[config.mk]
export PLATFORM = sky130hd
export DESIGN_NAME = mem_arbiter
export DESIGN_NICKNAME = d
export VERILOG_FILES = /design/src/rtl/mem_arb_pkg.sv /design/src/rtl/mem_arb_starve.sv /design/src/rtl/mem_arbiter.sv
export SDC_FILE = /design/constraint.sdc
export NUM_CORES = 1
export LEC_CHECK = 0
export CORE_AREA = 2 2 89 91
export CTS_BUF_LIST = sky130_fd_sc_hd__clkbuf_8
export CTS_CLUSTER_SIZE = 14
export DETAILED_ROUTE_END_ITERATION = 12
export DIE_AREA = 0 0 91 93
export PLACE_DENSITY = 0.76
export SLEW_MARGIN = 25
export SYNTH_ARGS = -nofsm -noshare
export SYNTH_HDL_FRONTEND = slang
export SYNTH_HIERARCHICAL = 1
export SYNTH_SLANG_ARGS = --single-unit
[constraint.sdc]
create_clock -name clk -period 1.9 [get_ports clk]
set_input_delay 0.38 -clock clk [delete_from_list [all_inputs] [get_ports clk]]
set_output_delay 0.38 -clock clk [all_outputs]
set_load 0.005 [all_outputs]
[src/rtl/mem_arb_pkg.sv]
// mem_arb_pkg: shared encodings and constants for the BIOS/data memory arbiter.
package mem_arb_pkg;

  localparam int MEM_WORD_W = 32;

  // Which port currently wins a simultaneous request.
  typedef enum logic {
    PRI_D = 1'b0,
    PRI_F = 1'b1
  } pri_e;

  // Which port owns the read response arriving next cycle.
  typedef enum logic [1:0] {
    RD_NONE = 2'd0,
    RD_IF   = 2'd1,
    RD_D    = 2'd2
  } rd_owner_e;

endpackage

[src/rtl/mem_arb_starve.sv]
// mem_arb_starve: counts consecutive denied fetch cycles and promotes fetch
// to top priority for one grant once the count reaches STARVE_MAX.
// pri_o is the priority state itself, so it doubles as the debug view.
module mem_arb_starve
  import mem_arb_pkg::*;
#(
  parameter int STARVE_MAX = 4
) (
  input  logic clk_i,
  input  logic rst_ni,
  input  logic if_req_i,
  input  logic if_gnt_i,
  output logic pri_o
);

  localparam logic [3:0] MAX_C = 4'(STARVE_MAX);

  pri_e       pri_q, pri_d;
  logic [3:0] cnt_q, cnt_d;

  // Priority state and starve count registers.
  always_ff @(posedge clk_i or negedge rst_ni) begin
    if (!rst_ni) begin
      pri_q <= PRI_D;
      cnt_q <= 4'd0;
    end else begin
      pri_q <= pri_d;
      cnt_q <= cnt_d;
    end
  end

  // Next starve count and priority; fetch is promoted on the edge where the
  // count reaches STARVE_MAX and demoted again after its grant or when idle.
  always_comb begin
    cnt_d = cnt_q;
    pri_d = pri_q;
    if (!if_req_i || if_gnt_i) begin
      cnt_d = 4'd0;
    end else if (cnt_q != MAX_C) begin
      cnt_d = cnt_q + 4'd1;
    end
    case (pri_q)
      PRI_D: if (if_req_i && !if_gnt_i && (cnt_d == MAX_C)) pri_d = PRI_F;
      PRI_F: if (if_gnt_i || !if_req_i) pri_d = PRI_D;
      default: pri_d = PRI_D;
    endcase
  end

  assign pri_o = pri_q;

endmodule

[src/rtl/mem_arbiter.sv]
// mem_arbiter: shares one synchronous-read memory between the fetch port and
// the load/store port. Load/store wins by default; defining MEM_ARB_STARVE_EN
// adds a starvation guard that periodically lets a blocked fetch through.
//
// Handshake: a requester holds req/addr/data until it sees gnt in the same
// cycle; gnt is combinational and at most one port is granted per cycle. A
// granted read returns data with *_rvalid exactly one cycle later; writes
// produce no rvalid. Requests are never latched here.
module mem_arbiter
  import mem_arb_pkg::*;
#(
  parameter int AW         = 12,
  parameter int STARVE_MAX = 4,
  parameter int CNT_W      = 16
) (
  input  logic                  clk,
  input  logic                  rst,
  input  logic                  if_req,
  input  logic [AW-1:0]         if_addr,
  output logic                  if_gnt,
  output logic                  if_rvalid,
  output logic [MEM_WORD_W-1:0] if_rdata,
  input  logic                  d_req,
  input  logic [3:0]            d_we,
  input  logic [AW-1:0]         d_addr,
  input  logic [MEM_WORD_W-1:0] d_wdata,
  output logic                  d_gnt,
  output logic                  d_rvalid,
  output logic [MEM_WORD_W-1:0] d_rdata,
  output logic                  mem_en,
  output logic [3:0]            mem_we,
  output logic [AW-1:0]         mem_addr,
  output logic [MEM_WORD_W-1:0] mem_din,
  input  logic [MEM_WORD_W-1:0] mem_dout,
  output logic [CNT_W-1:0]      conflicts
);

  localparam logic [CNT_W-1:0] CNT_MAX = '1;

  pri_e                  pri;
  rd_owner_e             rd_owner_q, rd_owner_d;
  logic [CNT_W-1:0]      conflicts_q, conflicts_d;

`ifdef MEM_ARB_STARVE_EN
  logic pri_raw;

  mem_arb_starve #(
    .STARVE_MAX(STARVE_MAX)
  ) u_starve (
    .clk_i   (clk),
    .rst_ni  (rst),
    .if_req_i(if_req),
    .if_gnt_i(if_gnt),
    .pri_o   (pri_raw)
  );

  assign pri = pri_e'(pri_raw);
`else
  logic unused_starve_max;

  // Strict load/store priority; the starve threshold has no effect here.
  assign pri               = PRI_D;
  assign unused_starve_max = ^(4'(STARVE_MAX));
`endif

  // Same-cycle grants from requests and priority; both held off in reset.
  always_comb begin
    if_gnt = rst && if_req && ((pri == PRI_F) || !d_req);
    d_gnt  = rst && d_req && ((pri == PRI_D) || !if_req);
  end

  // Memory port mirrors whichever requester is granted.
  always_comb begin
    mem_en   = if_gnt || d_gnt;
    mem_we   = d_gnt ? d_we : 4'b0000;
    mem_addr = d_gnt ? d_addr : if_addr;
    mem_din  = d_wdata;
  end

  // Remember who owns next cycle's read data; saturating conflict count.
  always_comb begin
    rd_owner_d = RD_NONE;
    if (d_gnt && (d_we == 4'b0000)) begin
      rd_owner_d = RD_D;
    end else if (if_gnt) begin
      rd_owner_d = RD_IF;
    end
    conflicts_d = conflicts_q;
    if (if_req && d_req && (conflicts_q != CNT_MAX)) begin
      conflicts_d = conflicts_q + CNT_W'(1);
    end
  end

  // Read-owner and conflict registers; reset drops any read in flight.
  always_ff @(posedge clk or negedge rst) begin
    if (!rst) begin
      rd_owner_q  <= RD_NONE;
      conflicts_q <= '0;
    end else begin
      rd_owner_q  <= rd_owner_d;
      conflicts_q <= conflicts_d;
    end
  end

  assign if_rvalid = (rd_owner_q == RD_IF);
  assign d_rvalid  = (rd_owner_q == RD_D);
  assign if_rdata  = mem_dout;
  assign d_rdata   = mem_dout;
  assign conflicts = conflicts_q;

endmodule

==> flow_summary.toml <==
[cts]
root_buffer = "clkbuf_8"
tritoncts = "built"
clock_latency_ns = 0.26
hold_buffers = 0
clkSinkCount = 18
clk_pin_slew_worst_paths_ns = 0.07
cts_buffer_depth = 2
h-tree-depth = 1
cts_buffers = 3

[setup_path]
critPathTopFamily = "buffers and inverters"
cpMaxStageDelayCell = "clkdlybuf4s50_1"
cp_num_buf_inv = 2
crit_fanout = 3
reg2reg_depth = 4
cp-end-kind = "output port"
required_ns = 1.52
crit_path_start_kind = "input port"
r2r_slack_ns = 0.20
cp_slowest_stage_delay_ns = 0.50
cp_common_cell = "clkdlybuf4s50_1"
path_class = "input port to output port"
worstPathArrival_ns = 1.49
worstPathCellList = "clkdlybuf4s50_1 -> o21a_1 -> clkdlybuf4s50_1"
critical_path_depth = 3

[floorplan]
fp.dieArea_mm2 = 0.00846
die_w_um = 91
core_mm2 = 0.00753
num_rows = 32
initial_core_util_pct = 23.8
io_pins = 229
fp.dieH_um = 93

[sta]
fin_worst_skew_ns = 0.000655
whs_ns = 0.106
fin_crit_ns = 1.87
rsz0062_at_grt = "false"
setup_slack_ns = 0.0329
hold_violations = 0
fin_setup_tns_ns = 0
worst_pin_slew_ns = 0.262
slew_viol_final = 0
max_slew_margin_pct = 82.4
final-setup-viol-count = 0
fin_crit_sh_pct = 98.3
fmax_mhz = 536

[global_routing]
grt_max_degree = 15
grtUsageMet3_pct = 3.46
track_usage_pct = 8.62
globalRouteMet1Util_pct = 10.3
met2_usage_pct = 13.8
antenna_found_initial = 0
grt_pass1_wl_mm = 5.89
busiest_layer = "met2"
grt-ovfl-total = 0
grt_pass1_vias = 1205

[logic_synthesis]
syn_nets = 293
async_flop_share_pct = 100
synth-seq-cells = 18
yosys.area.top_type = "buf_4"
synth.top_cells.by_area = "buf_4, dfrtp_1, mux2_2, xor2_1, and3_1"
syn_inst = 196
avgSynthCellArea_um2 = 9.14
ys_types = 31
synth.most_common_cell = "buf_4"
synth_edf_count = 0
yosys-top-cells-count = "buf_4, dfrtp_1, mux2_2"
synth_warnings = 6
synthFlopType = "dfrtp_1"
synth_top_area_share_pct = 40.2
yosysSeqAreaShare_pct = 25.1
synth_area_mm2 = 0.00179

[min_path]
min_path_type = "input port to asynchronous set/reset pin"

[placed_design]
io_buffers = 68
gp_congestion = 0.768
place_hpwl_mm = 3.10
pre_cts_ws_ns = -0.435
place_area_mm2 = 0.00193

[cells_and_area]
final_area_mm2 = 0.00204
multi_input_area_um2 = 611
num-nets-final = 280
drive_gt1_share_pct = 20.9
area_growth_pct = 13.6
antennaDiodeCount = 0
fill_cells = 831
post-route-util_pct = 27.0
regArea_um2 = 450

[pwr]
p_leak_nw = 0.973
p_sw_uw = 397
p_per_area_mw_per_mm2 = 654
seqPwrFrac_pct = 42.1
comb_power_share_pct = 34.0
power_frac_clock_pct = 23.9
p_sw_share_pct = 29.8
p_int_uw = 935
peakVddDrop_uv = 224

[flow_run]
drv_cap = 0

[route]
num_vias = 1145
drcViolationCount = 0
ant_nets = 0
drt_iter0_drc = 48
dr.pass1.iters = 4
routed_via_density = 4.03
post_drt_wl_per_cell_um = 13.6
routed_wl_mm = 3.88

[outcome]
status = "finished, final reports clean"
## repair_timing
action	CTS	global route
buffers inserted	2	2
resized for setup	20	7
setup endpoints to repair	19	9
cloned	0	1
## worst register-to-register path: stages, from the launching register on
cell and delay, ns:
dfrtp_1 0.43, ha_1 0.22, and3_1 0.26, a41o_1 0.32
mux2_2 0.36
## worst paths after layout
check	startpoint	end
max	if_req	mem_en
min	rst	rd_owner_q[1]
max reg2reg	conflicts[0]	conflicts[1]
min reg2reg	conflicts[6]	conflicts[6]
max in group asynchronous	rst	conflicts[11]
min in group clk	conflicts[6]	conflicts[6]
## area by class of cell
type / count / area share [%]
Timing Repair Buffer: 80 / 38.5
Multi-Input combinational cell: 78 / 30.0
Sequential cell: 18 / 22.1
Tap cell: 102 / 6.27
Clock buffer: 4 / 2.70
Inverter: 2 / 0.369
## per-stage QoR
stage	instances	total power, mW
floorplan	196	0.858
global placement	275	1.03
detailed placement	275	1.04
CTS	281	1.35
global route	284	1.43
finish	284	1.33
## per-layer routing
metal  share of wire [%]  up-vias  routed length [um]
met3                  11       20                 424
met1                  40      518                1560
li1                    -      531                   -
met4                 1.8        0                  70
met5                   0        -                   0
met2                  47       76                1830
## power groups by stage
stage	logic (mW)	registers [mW]	clock network (mW)
after floorplan	0.310	0.548	0
after global placement	0.468	0.563	0
after detailed placement	0.468	0.567	0
after CTS	0.458	0.563	0.329
after global routing	0.504	0.578	0.347
final	0.453	0.561	0.318
## sequential cells by signal (all words and copies together), names as in the netlist
| signal | cells |
|---|---|
| rd_owner_q | 2 |
| conflicts | 16 |
## kinds of logic after synthesis
family / share of synthesized area [%]
buffers and inverters: 41.2
and+or+nand+nor: 15.0
DFF: 25.1
muxes: 9.01
xor gates and xnor gates: 6.35
AOI/OAI and AO/OA: 2.58
adders and majority gates: 0.698
## cell usage in the layout (no fill, tap or decap), types with 2 or more instances in the layout
| cell type | Yosys | layout |
|---|---|---|
| and4_1 | 2 | 2 |
| nor2b_1 | 2 | 2 |
| clkbuf_8 | 0 | 4 |
| dfrtp_1 | 18 | 18 |
| xnor2_1 | 4 | 4 |
| and3_1 | 8 | 8 |
| and4_4 | 2 | 2 |
| dlymetal6s2s_1 | 0 | 4 |
| nand3_1 | 7 | 7 |
| inv_1 | 2 | 2 |
| and3b_1 | 2 | 2 |
| nor2_1 | 7 | 7 |
| nor3_1 | 2 | 2 |
| nand4_1 | 3 | 3 |
| buf_2 | 1 | 2 |
| buf_4 | 96 | 10 |
| clkdlybuf4s50_1 | 0 | 49 |
| dlygate4sd2_1 | 0 | 13 |
| nand2_1 | 4 | 3 |
| xor2_1 | 9 | 9 |
| mux2_2 | 13 | 13 |
Note: power is estimated with default switching activity, not from simulation.
